==> config.mk <==
export PLATFORM = sky130hd
export DESIGN_NAME = pwm_multichannel_flat
export DESIGN_NICKNAME = d
export VERILOG_FILES = /design/src/rtl/pwm_pkg.sv /design/src/rtl/pwm_multichannel_if.sv /design/src/rtl/pwm_channel.sv /design/src/rtl/pwm_multichannel.sv /design/src/flat_wrapper.sv
export SDC_FILE = /design/constraint.sdc
export NUM_CORES = 1
export LEC_CHECK = 0
export BUFFER_PORTS_ARGS = -buffer_cell sky130_fd_sc_hd__buf_2
export CAP_MARGIN = 5
export CORE_MARGIN = 5
export CORE_UTILIZATION = 40
export DETAILED_ROUTE_END_ITERATION = 12
export PLACE_DENSITY = 0.62
export SYNTH_ARGS = -nofsm -noshare
export SYNTH_HDL_FRONTEND = slang
export SYNTH_SLANG_ARGS = --single-unit
==> constraint.sdc <==
create_clock -name clk -period 5.55 [get_ports clk]
set_clock_uncertainty 0.2 [all_clocks]
set_input_delay 1.11 -clock clk [delete_from_list [all_inputs] [get_ports clk]]
set_output_delay 1.11 -clock clk [all_outputs]
set_load 0.01 [all_outputs]
==> src/rtl/pwm_pkg.sv <==
// rtl/pwm_pkg.sv - shared types and constants for the multi-channel PWM generator
// Contents: counter direction enum, counting mode enum, default parameter
// values, and the reset value used for the active/shadow period registers.
package pwm_pkg;

    typedef enum logic {
        DIR_UP   = 1'b0,
        DIR_DOWN = 1'b1
    } dir_e;

    typedef enum logic {
        MODE_EDGE   = 1'b0,
        MODE_CENTER = 1'b1
    } mode_e;

    localparam int DEF_CHANNELS        = 4;
    localparam int DEF_RESOLUTION_BITS = 8;
    localparam int DEF_PRESCALER_BITS  = 10;

    // Period registers come out of reset at full scale; users slice the
    // low RESOLUTION_BITS of this constant.
    localparam logic [31:0] PERIOD_RESET_ALL = '1;

endpackage

==> src/rtl/pwm_multichannel_if.sv <==
// rtl/pwm_multichannel_if.sv - configuration/update bus between register file and PWM block
// Signals:
//   period_in    requested top count, captured with duty_valid
//   duty_in      packed per-channel duties, channel i at [i*RESOLUTION_BITS +: RESOLUTION_BITS]
//   duty_valid   single-cycle strobe writing period_in/duty_in into the shadow set
//   center_mode  1 = up/down counting, taken when the shadow set commits
//   update_ack   one-clk pulse from the PWM block when the shadow set became active
// Modports: master = register file side, slave = PWM block side.
interface pwm_multichannel_if
    import pwm_pkg::*;
#(
    parameter int CHANNELS        = DEF_CHANNELS,
    parameter int RESOLUTION_BITS = DEF_RESOLUTION_BITS
);
    logic [RESOLUTION_BITS-1:0]          period_in;
    logic [CHANNELS*RESOLUTION_BITS-1:0] duty_in;
    logic                                duty_valid;
    logic                                center_mode;
    logic                                update_ack;

    modport master (
        output period_in,
        output duty_in,
        output duty_valid,
        output center_mode,
        input  update_ack
    );

    modport slave (
        input  period_in,
        input  duty_in,
        input  duty_valid,
        input  center_mode,
        output update_ack
    );
endinterface

==> src/rtl/pwm_channel.sv <==
// rtl/pwm_channel.sv - one PWM channel: shadow duty, active duty, registered compare
// Ports:
//   clk, rst     system clock, synchronous active-low reset
//   enable       run/stop; low forces the output low
//   load         duty write strobe, captures duty_in into the shadow register
//   commit       shared strobe from the top moving the duty into the active register
//   duty_in      this channel's duty from the configuration bus
//   value        shared counter value
//   pwm          registered output, high while value < active duty
module pwm_channel
    import pwm_pkg::*;
#(
    parameter int RESOLUTION_BITS = DEF_RESOLUTION_BITS
) (
    input  logic                       clk,
    input  logic                       rst,
    input  logic                       enable,
    input  logic                       load,
    input  logic                       commit,
    input  logic [RESOLUTION_BITS-1:0] duty_in,
    input  logic [RESOLUTION_BITS-1:0] value,
    output logic                       pwm
);

    logic [RESOLUTION_BITS-1:0] shadow_duty_q, shadow_duty_d;
    logic [RESOLUTION_BITS-1:0] active_duty_q, active_duty_d;
    logic                       pwm_q, pwm_d;

    always_comb begin
        shadow_duty_d = shadow_duty_q;
        active_duty_d = active_duty_q;
        if (load) begin
            shadow_duty_d = duty_in;
        end
        // A write landing on the commit cycle bypasses the shadow register.
        if (commit) begin
            active_duty_d = load ? duty_in : shadow_duty_q;
        end
        // Compare uses the duty active during this period, so a commit on
        // the boundary only affects the first value of the next period.
        pwm_d = enable & (value < active_duty_q);
    end

    always_ff @(posedge clk) begin
        if (!rst) begin
            shadow_duty_q <= '0;
            active_duty_q <= '0;
            pwm_q         <= 1'b0;
        end else begin
            shadow_duty_q <= shadow_duty_d;
            active_duty_q <= active_duty_d;
            pwm_q         <= pwm_d;
        end
    end

    assign pwm = pwm_q;

endmodule

==> src/rtl/pwm_multichannel.sv <==
// rtl/pwm_multichannel.sv - prescaler, shared period counter and CHANNELS duty comparators
// Ports:
//   clk, rst      system clock, synchronous active-low reset
//   enable        run/stop; low holds prescaler and counter at 0 and outputs low
//   prescale_div  counter advances every prescale_div+1 clocks (sampled live)
//   cfg           slave side of pwm_multichannel_if (period/duty writes, update_ack)
//   ena           registered prescaler tick
//   value         current counter value
//   period_end    registered pulse on the tick that ends a period
//   pwm_out       registered per-channel PWM outputs
// Build option: PWM_CENTER_ALIGNED_EN adds up/down counting selected by
// cfg.center_mode; without it the block is edge-aligned only.
module pwm_multichannel
    import pwm_pkg::*;
#(
    parameter int CHANNELS        = DEF_CHANNELS,
    parameter int RESOLUTION_BITS = DEF_RESOLUTION_BITS,
    parameter int PRESCALER_BITS  = DEF_PRESCALER_BITS
) (
    input  logic                       clk,
    input  logic                       rst,
    input  logic                       enable,
    input  logic [PRESCALER_BITS-1:0]  prescale_div,
    pwm_multichannel_if.slave          cfg,
    output logic                       ena,
    output logic [RESOLUTION_BITS-1:0] value,
    output logic                       period_end,
    output logic [CHANNELS-1:0]        pwm_out
);

    localparam logic [RESOLUTION_BITS-1:0] PERIOD_RST = PERIOD_RESET_ALL[RESOLUTION_BITS-1:0];
    localparam logic [RESOLUTION_BITS-1:0] VAL_ONE    = RESOLUTION_BITS'(1);

    logic [PRESCALER_BITS-1:0]  presc_q, presc_d;
    logic [RESOLUTION_BITS-1:0] value_q, value_d;
    logic                       ena_q, ena_d;
    logic                       period_end_q, period_end_d;
    logic                       update_ack_q, update_ack_d;
    logic                       pending_q, pending_d;
    logic [RESOLUTION_BITS-1:0] shadow_period_q, shadow_period_d;
    logic [RESOLUTION_BITS-1:0] active_period_q, active_period_d;

    logic tick;
    logic boundary;
    logic commit;

`ifdef PWM_CENTER_ALIGNED_EN
    mode_e mode_q, mode_d;
    dir_e  dir_q, dir_d;
`else
    logic unused_center_mode;
    assign unused_center_mode = cfg.center_mode;
`endif

    // Prescaler. A divider shrunk below the running count restarts the
    // count without producing a tick.
    always_comb begin
        presc_d = presc_q;
        tick    = 1'b0;
        if (!enable) begin
            presc_d = '0;
        end else if (presc_q == prescale_div) begin
            presc_d = '0;
            tick    = 1'b1;
        end else if (presc_q > prescale_div) begin
            presc_d = '0;
        end else begin
            presc_d = presc_q + PRESCALER_BITS'(1);
        end
    end

    // Period counter. The >= tests keep the counter bounded even if the
    // active period were ever below the running value.
    always_comb begin
        value_d  = value_q;
        boundary = 1'b0;
`ifdef PWM_CENTER_ALIGNED_EN
        dir_d    = dir_q;
`endif
        if (!enable) begin
            value_d = '0;
`ifdef PWM_CENTER_ALIGNED_EN
            dir_d   = DIR_UP;
`endif
        end else if (tick) begin
`ifdef PWM_CENTER_ALIGNED_EN
            if (mode_q == MODE_CENTER) begin
                if (dir_q == DIR_UP) begin
                    if (value_q >= active_period_q) begin
                        if (active_period_q == '0) begin
                            value_d  = '0;
                            boundary = 1'b1;
                        end else begin
                            // Turn around without repeating the top value.
                            value_d = active_period_q - VAL_ONE;
                            dir_d   = DIR_DOWN;
                        end
                    end else begin
                        value_d = value_q + VAL_ONE;
                    end
                end else begin
                    if (value_q == '0) begin
                        // Bottom while counting down closes the period.
                        value_d  = (active_period_q == '0) ? '0 : VAL_ONE;
                        dir_d    = DIR_UP;
                        boundary = 1'b1;
                    end else begin
                        value_d = value_q - VAL_ONE;
                    end
                end
            end else
`endif
            begin
                if (value_q >= active_period_q) begin
                    value_d  = '0;
                    boundary = 1'b1;
                end else begin
                    value_d = value_q + VAL_ONE;
                end
            end
        end
    end

    // Shadow/active period and commit control. While stopped there is no
    // period to protect, so any pending or incoming write commits at once.
    always_comb begin
        commit = enable ? (boundary & (pending_q | cfg.duty_valid))
                        : (pending_q | cfg.duty_valid);

        shadow_period_d = cfg.duty_valid ? cfg.period_in : shadow_period_q;
        active_period_d = active_period_q;
        if (commit) begin
            active_period_d = cfg.duty_valid ? cfg.period_in : shadow_period_q;
        end

        pending_d = pending_q;
        if (cfg.duty_valid) begin
            pending_d = 1'b1;
        end
        if (commit) begin
            pending_d = 1'b0;
        end

`ifdef PWM_CENTER_ALIGNED_EN
        mode_d = mode_q;
        if (commit) begin
            mode_d = cfg.center_mode ? MODE_CENTER : MODE_EDGE;
        end
`endif

        ena_d        = tick;
        period_end_d = boundary;
        update_ack_d = commit;
    end

    always_ff @(posedge clk) begin
        if (!rst) begin
            presc_q         <= '0;
            value_q         <= '0;
            ena_q           <= 1'b0;
            period_end_q    <= 1'b0;
            update_ack_q    <= 1'b0;
            pending_q       <= 1'b0;
            shadow_period_q <= PERIOD_RST;
            active_period_q <= PERIOD_RST;
`ifdef PWM_CENTER_ALIGNED_EN
            mode_q          <= MODE_EDGE;
            dir_q           <= DIR_UP;
`endif
        end else begin
            presc_q         <= presc_d;
            value_q         <= value_d;
            ena_q           <= ena_d;
            period_end_q    <= period_end_d;
            update_ack_q    <= update_ack_d;
            pending_q       <= pending_d;
            shadow_period_q <= shadow_period_d;
            active_period_q <= active_period_d;
`ifdef PWM_CENTER_ALIGNED_EN
            mode_q          <= mode_d;
            dir_q           <= dir_d;
`endif
        end
    end

    for (genvar i = 0; i < CHANNELS; i++) begin : g_ch
        pwm_channel #(
            .RESOLUTION_BITS(RESOLUTION_BITS)
        ) u_ch (
            .clk     (clk),
            .rst     (rst),
            .enable  (enable),
            .load    (cfg.duty_valid),
            .commit  (commit),
            .duty_in (cfg.duty_in[i*RESOLUTION_BITS +: RESOLUTION_BITS]),
            .value   (value_q),
            .pwm     (pwm_out[i])
        );
    end

    assign ena            = ena_q;
    assign value          = value_q;
    assign period_end     = period_end_q;
    assign cfg.update_ack = update_ack_q;

endmodule

==> src/flat_wrapper.sv <==
// flat-port wrapper written by rule: the top's interface ports become plain ports
module pwm_multichannel_flat import pwm_pkg::*;
#(
    parameter int CHANNELS        = DEF_CHANNELS,
    parameter int RESOLUTION_BITS = DEF_RESOLUTION_BITS,
    parameter int PRESCALER_BITS  = DEF_PRESCALER_BITS
)
  (clk, rst, enable, prescale_div, ena, value, period_end, pwm_out, cfg_period_in, cfg_duty_in, cfg_duty_valid, cfg_center_mode, cfg_update_ack);
  pwm_multichannel_if #(.CHANNELS(CHANNELS), .RESOLUTION_BITS(RESOLUTION_BITS)) cfg_i ();
  input  logic clk;
  input  logic rst;
  input  logic enable;
  input  logic [PRESCALER_BITS-1:0] prescale_div;
  output logic ena;
  output logic [RESOLUTION_BITS-1:0] value;
  output logic period_end;
  output logic [CHANNELS-1:0] pwm_out;
  input wire logic [$bits(cfg_i.period_in)-1:0] cfg_period_in;
  input wire logic [$bits(cfg_i.duty_in)-1:0] cfg_duty_in;
  input wire logic [$bits(cfg_i.duty_valid)-1:0] cfg_duty_valid;
  input wire logic [$bits(cfg_i.center_mode)-1:0] cfg_center_mode;
  output wire logic [$bits(cfg_i.update_ack)-1:0] cfg_update_ack;
  assign cfg_i.period_in = cfg_period_in;
  assign cfg_i.duty_in = cfg_duty_in;
  assign cfg_i.duty_valid = cfg_duty_valid;
  assign cfg_i.center_mode = cfg_center_mode;
  assign cfg_update_ack = cfg_i.update_ack;
  pwm_multichannel #(.CHANNELS(CHANNELS), .RESOLUTION_BITS(RESOLUTION_BITS), .PRESCALER_BITS(PRESCALER_BITS)) u_core (.clk(clk), .rst(rst), .enable(enable), .prescale_div(prescale_div), .cfg(cfg_i), .ena(ena), .value(value), .period_end(period_end), .pwm_out(pwm_out));
endmodule
==> impl_metrics.yaml <==
run_status:
  run_status: "complete, no violations"
synthesis:
  netlist.top_cell.by_area: "dfxtp_1"
  synth.ff_latch_count: 106
  synth.yosys.warnings: 0
  syn_area_per_cell_um2: 9.89
  seq_area_frac_synth_pct: 41.3
  synth_top_area_share_pct: 41.3
  ys_dominant_reg_cell: "dfxtp_1"
  synth_top_cells_by_area: "dfxtp_1 (41%), ha_1 (12%), mux2_1 (8.5%), mux2i_1 (7.8%), and2_1 (4.3%)"
  synthCells: 520
  synth.cell_area_um2: 5140
  number_of_enable_flip_flop_cells_after_synthesis: 0
  syn_nets: 623
  postSynth.asyncResetShare_pct: 0
  yosys.cell_types.count: 36
sta:
  worst_slew_margin_rel_pct: 46.0
  postLayoutSetupSlackWorst_ns: 1.70
  finalHoldViolCount: 0
  number_of_slew_limit_violations_in_the_final_report: 0
  timing.fmax_mhz: 260
  layout_min_cycle_time_ns: 3.85
  timing.final.setup_violations: 0
  worstMarginPinSlew_ns: 0.807
  final.period_utilization_pct: 69.3
  setup_total_negative_slack_ns: 0
  rsz0062_at_grt: "false"
cts:
  clkSlewWorstSetupHoldPaths_ns: 0.07
  cts_root_buffer: "clkbuf_16"
  clkSinkCount: 106
  cts-hold-fix-buffers: 0
  cts_max_level: 3
  postCtsSetupBuffers: 0
  worst_skew_pair.late_latency_ns: 0.35
  cts.path.max_buffers: 2
  postCtsResizedCells: 0
  cts_tree: "done"
  cts_inserted_buffers: 9
setup_path:
  worstPathArrival_ns: 3.88
  crit_required_ns: 5.59
  start_kind: "input port"
  worst_path_slowest_cell: "or3_1"
  timing_worst_setup_path_type: "input port to flip-flop"
  worstSetupEndpointType: "flip-flop"
  critical_path.max_fanout: 25
  crit_path_max_incr_delay_ns: 0.57
  critical_path.cell_chain: "buf_2 > inv_1 > ha_1 > nand4_1 > or3_1 > a21o_1 > a21oi_4 > buf_4 > mux2_1"
  critical_path.n_buffers_inverters: 3
  critical-path-top-delay-family: "simple AND/OR/NAND/NOR gates"
power:
  total_power_w: 0.00157
  ir_drop_v: 0.000154
  power-per-cell-area_nw_per_um2: 267
  power.leakage_nw: 2.78
layout:
  fill_cells: 1243
  n_antenna_cell: 0
  most_common_library_cell_in_the_layout_ignoring_fill_and_taps: "dfxtp_1"
  num-nets-final: 681
  area_growth_syn_to_layout_pct: 14.5
  multi_input_area_um2: 2700
  seq_area_um2: 2120
  layout.cells.most_common_list: "dfxtp_1 (106), buf_2 (68), inv_1 (50), ha_1 (48), mux2i_1 (40)"
  post_route_cells_drive_above_1_share_pct: 15.4
floorplan:
  die-height_um: 123
  rows: 41
  die_area_um2: 15200
  core-area_um2: 12600
  ios: 70
  initial_core_util_pct: 40.8
  die_width_um: 123
global_routing:
  grt_max_degree: 84
  grt_pass1_vias: 3617
  antenna_found_initial: 0
  grt-ovfl-total: 0
  grt_first_pass_wirelength_mm: 16.8
  grt_util_all_layers_pct: 14.2
place:
  gp_routability_congestion: 0.806
  placement.setup.worst_slack_ns: 1.34
  numPortBuffers: 68
  post-dp-hpwl_mm: 7.07
drt:
  avgViaCountPerCell: 4.83
  ant_nets: 0
  dr.pass1.iters: 4
  detail_route.drc_violations: 0
  detailed_router_s_first_iteration_violation_count: 129
  via_count: 3650
  wire_per_inst_um: 13.6
  wirelength_mm: 10.2
min_path:
  worstHoldPathType: "flip-flop to flip-flop"
job:
  drv_cap: 0
[cell type report]
class | instances | share of cell area (%)
Multi-Input combinational cell | 340 | 45.8
Clock buffer | 9 | 3.82
Sequential cell | 106 | 36.0
Inverter | 50 | 3.19
Timing Repair Buffer | 71 | 6.16
Clock inverter | 7 | 1.32
Tap cell | 172 | 3.65
[final timing paths]
path	slack, ns	endpoint	cells after the start	from
setup / recovery	1.70	u_core.g_ch[1].u_ch.active_duty_q[0]$_SDFFE_PN0P_	9	prescale_div[7]
hold / removal	0.26	u_core.shadow_period_q[2]$_SDFF_PN1_	2	u_core.shadow_period_q[2]$_SDFF_PN1_
setup reg to reg	2.19	u_core.g_ch[1].u_ch.active_duty_q[0]$_SDFFE_PN0P_	7	u_core.presc_q[7]$_SDFF_PP0_
hold reg to reg	0.26	u_core.shadow_period_q[2]$_SDFF_PN1_	2	u_core.shadow_period_q[2]$_SDFF_PN1_
[worst reg2reg max path, cell delays in order, from the launching register on]
cell and delay, ns:
dfxtp_1 0.36, ha_1 0.31, nand4_1 0.22, or3_1 0.57
a21o_1 0.25, a21oi_4 0.50, buf_4 0.46, mux2_1 0.38
[stage by stage]
step,cells,util (%),instance area [um2],hold WS (ns)
6_report,755,46.7,5890,0.264
5_1_grt,755,46.7,5890,0.286
4_1_cts,755,46.7,5890,0.273
3_5_place_dp,739,44.3,5590,0.255
3_3_place_gp,739,44.3,5590,0.248
2_1_floorplan,520,-,5140,0.234
[layer usage]
| layer | up-vias | wire (um) | track usage (%) |
|---|---|---|---|
| met3 | 16 | 427 | 3.43 |
| li1 | 1862 | - | - |
| met1 | 1690 | 4800 | 17.9 |
| met4 | 0 | 196 | 5.33 |
| met5 | - | 0 | 0 |
| met2 | 82 | 4810 | 23.6 |
[cell usage after synthesis, types with 7 or more instances]
master and n:
dfxtp_1 106, inv_1 50, ha_1 48, mux2i_1 40, mux2_1 39, and2_1 35
nor2b_1 33, nand2_1 26, a21oi_1 15, nand3_1 15, clkbuf_1 14, nor2_1 14
a21o_1 12, o21ai_0 9, xor2_1 9, nand2b_1 7, nor3_1 7
[report_power, final]
group,internal (W),switching [W],total (W)
clock network,0.000354,0.000294,0.000647
registers,0.000790,0.00000960,0.000800
logic,0.0000612,0.0000650,0.000126
[flip-flops by register name, summed over array words and instances, names as in the netlist]
signal / count
u_core.g_ch.u_ch.pwm: 4
u_core.ena: 1
u_core.presc_q: 10
u_core.period_end: 1
u_core.active_period_q: 8
u_core.cfg.update_ack: 1
u_core.value: 8
u_core.g_ch.u_ch.active_duty_q: 32
u_core.shadow_period_q: 8
u_core.pending_q: 1
u_core.g_ch.u_ch.shadow_duty_q: 32
[logic make-up after synthesis]
logic type	after synthesis	share of synthesized area, %
buffers and inverters	74	6.30
AO/OA/AOI/OAI	49	6.23
XOR/XNOR	12	2.04
flip-flops	106	41.3
adder cells (fa/ha/maj)	48	11.7
multiplexers	80	16.5
AND/OR/NAND/NOR	151	16.0
Note: power is estimated with default switching activity, not from simulation.
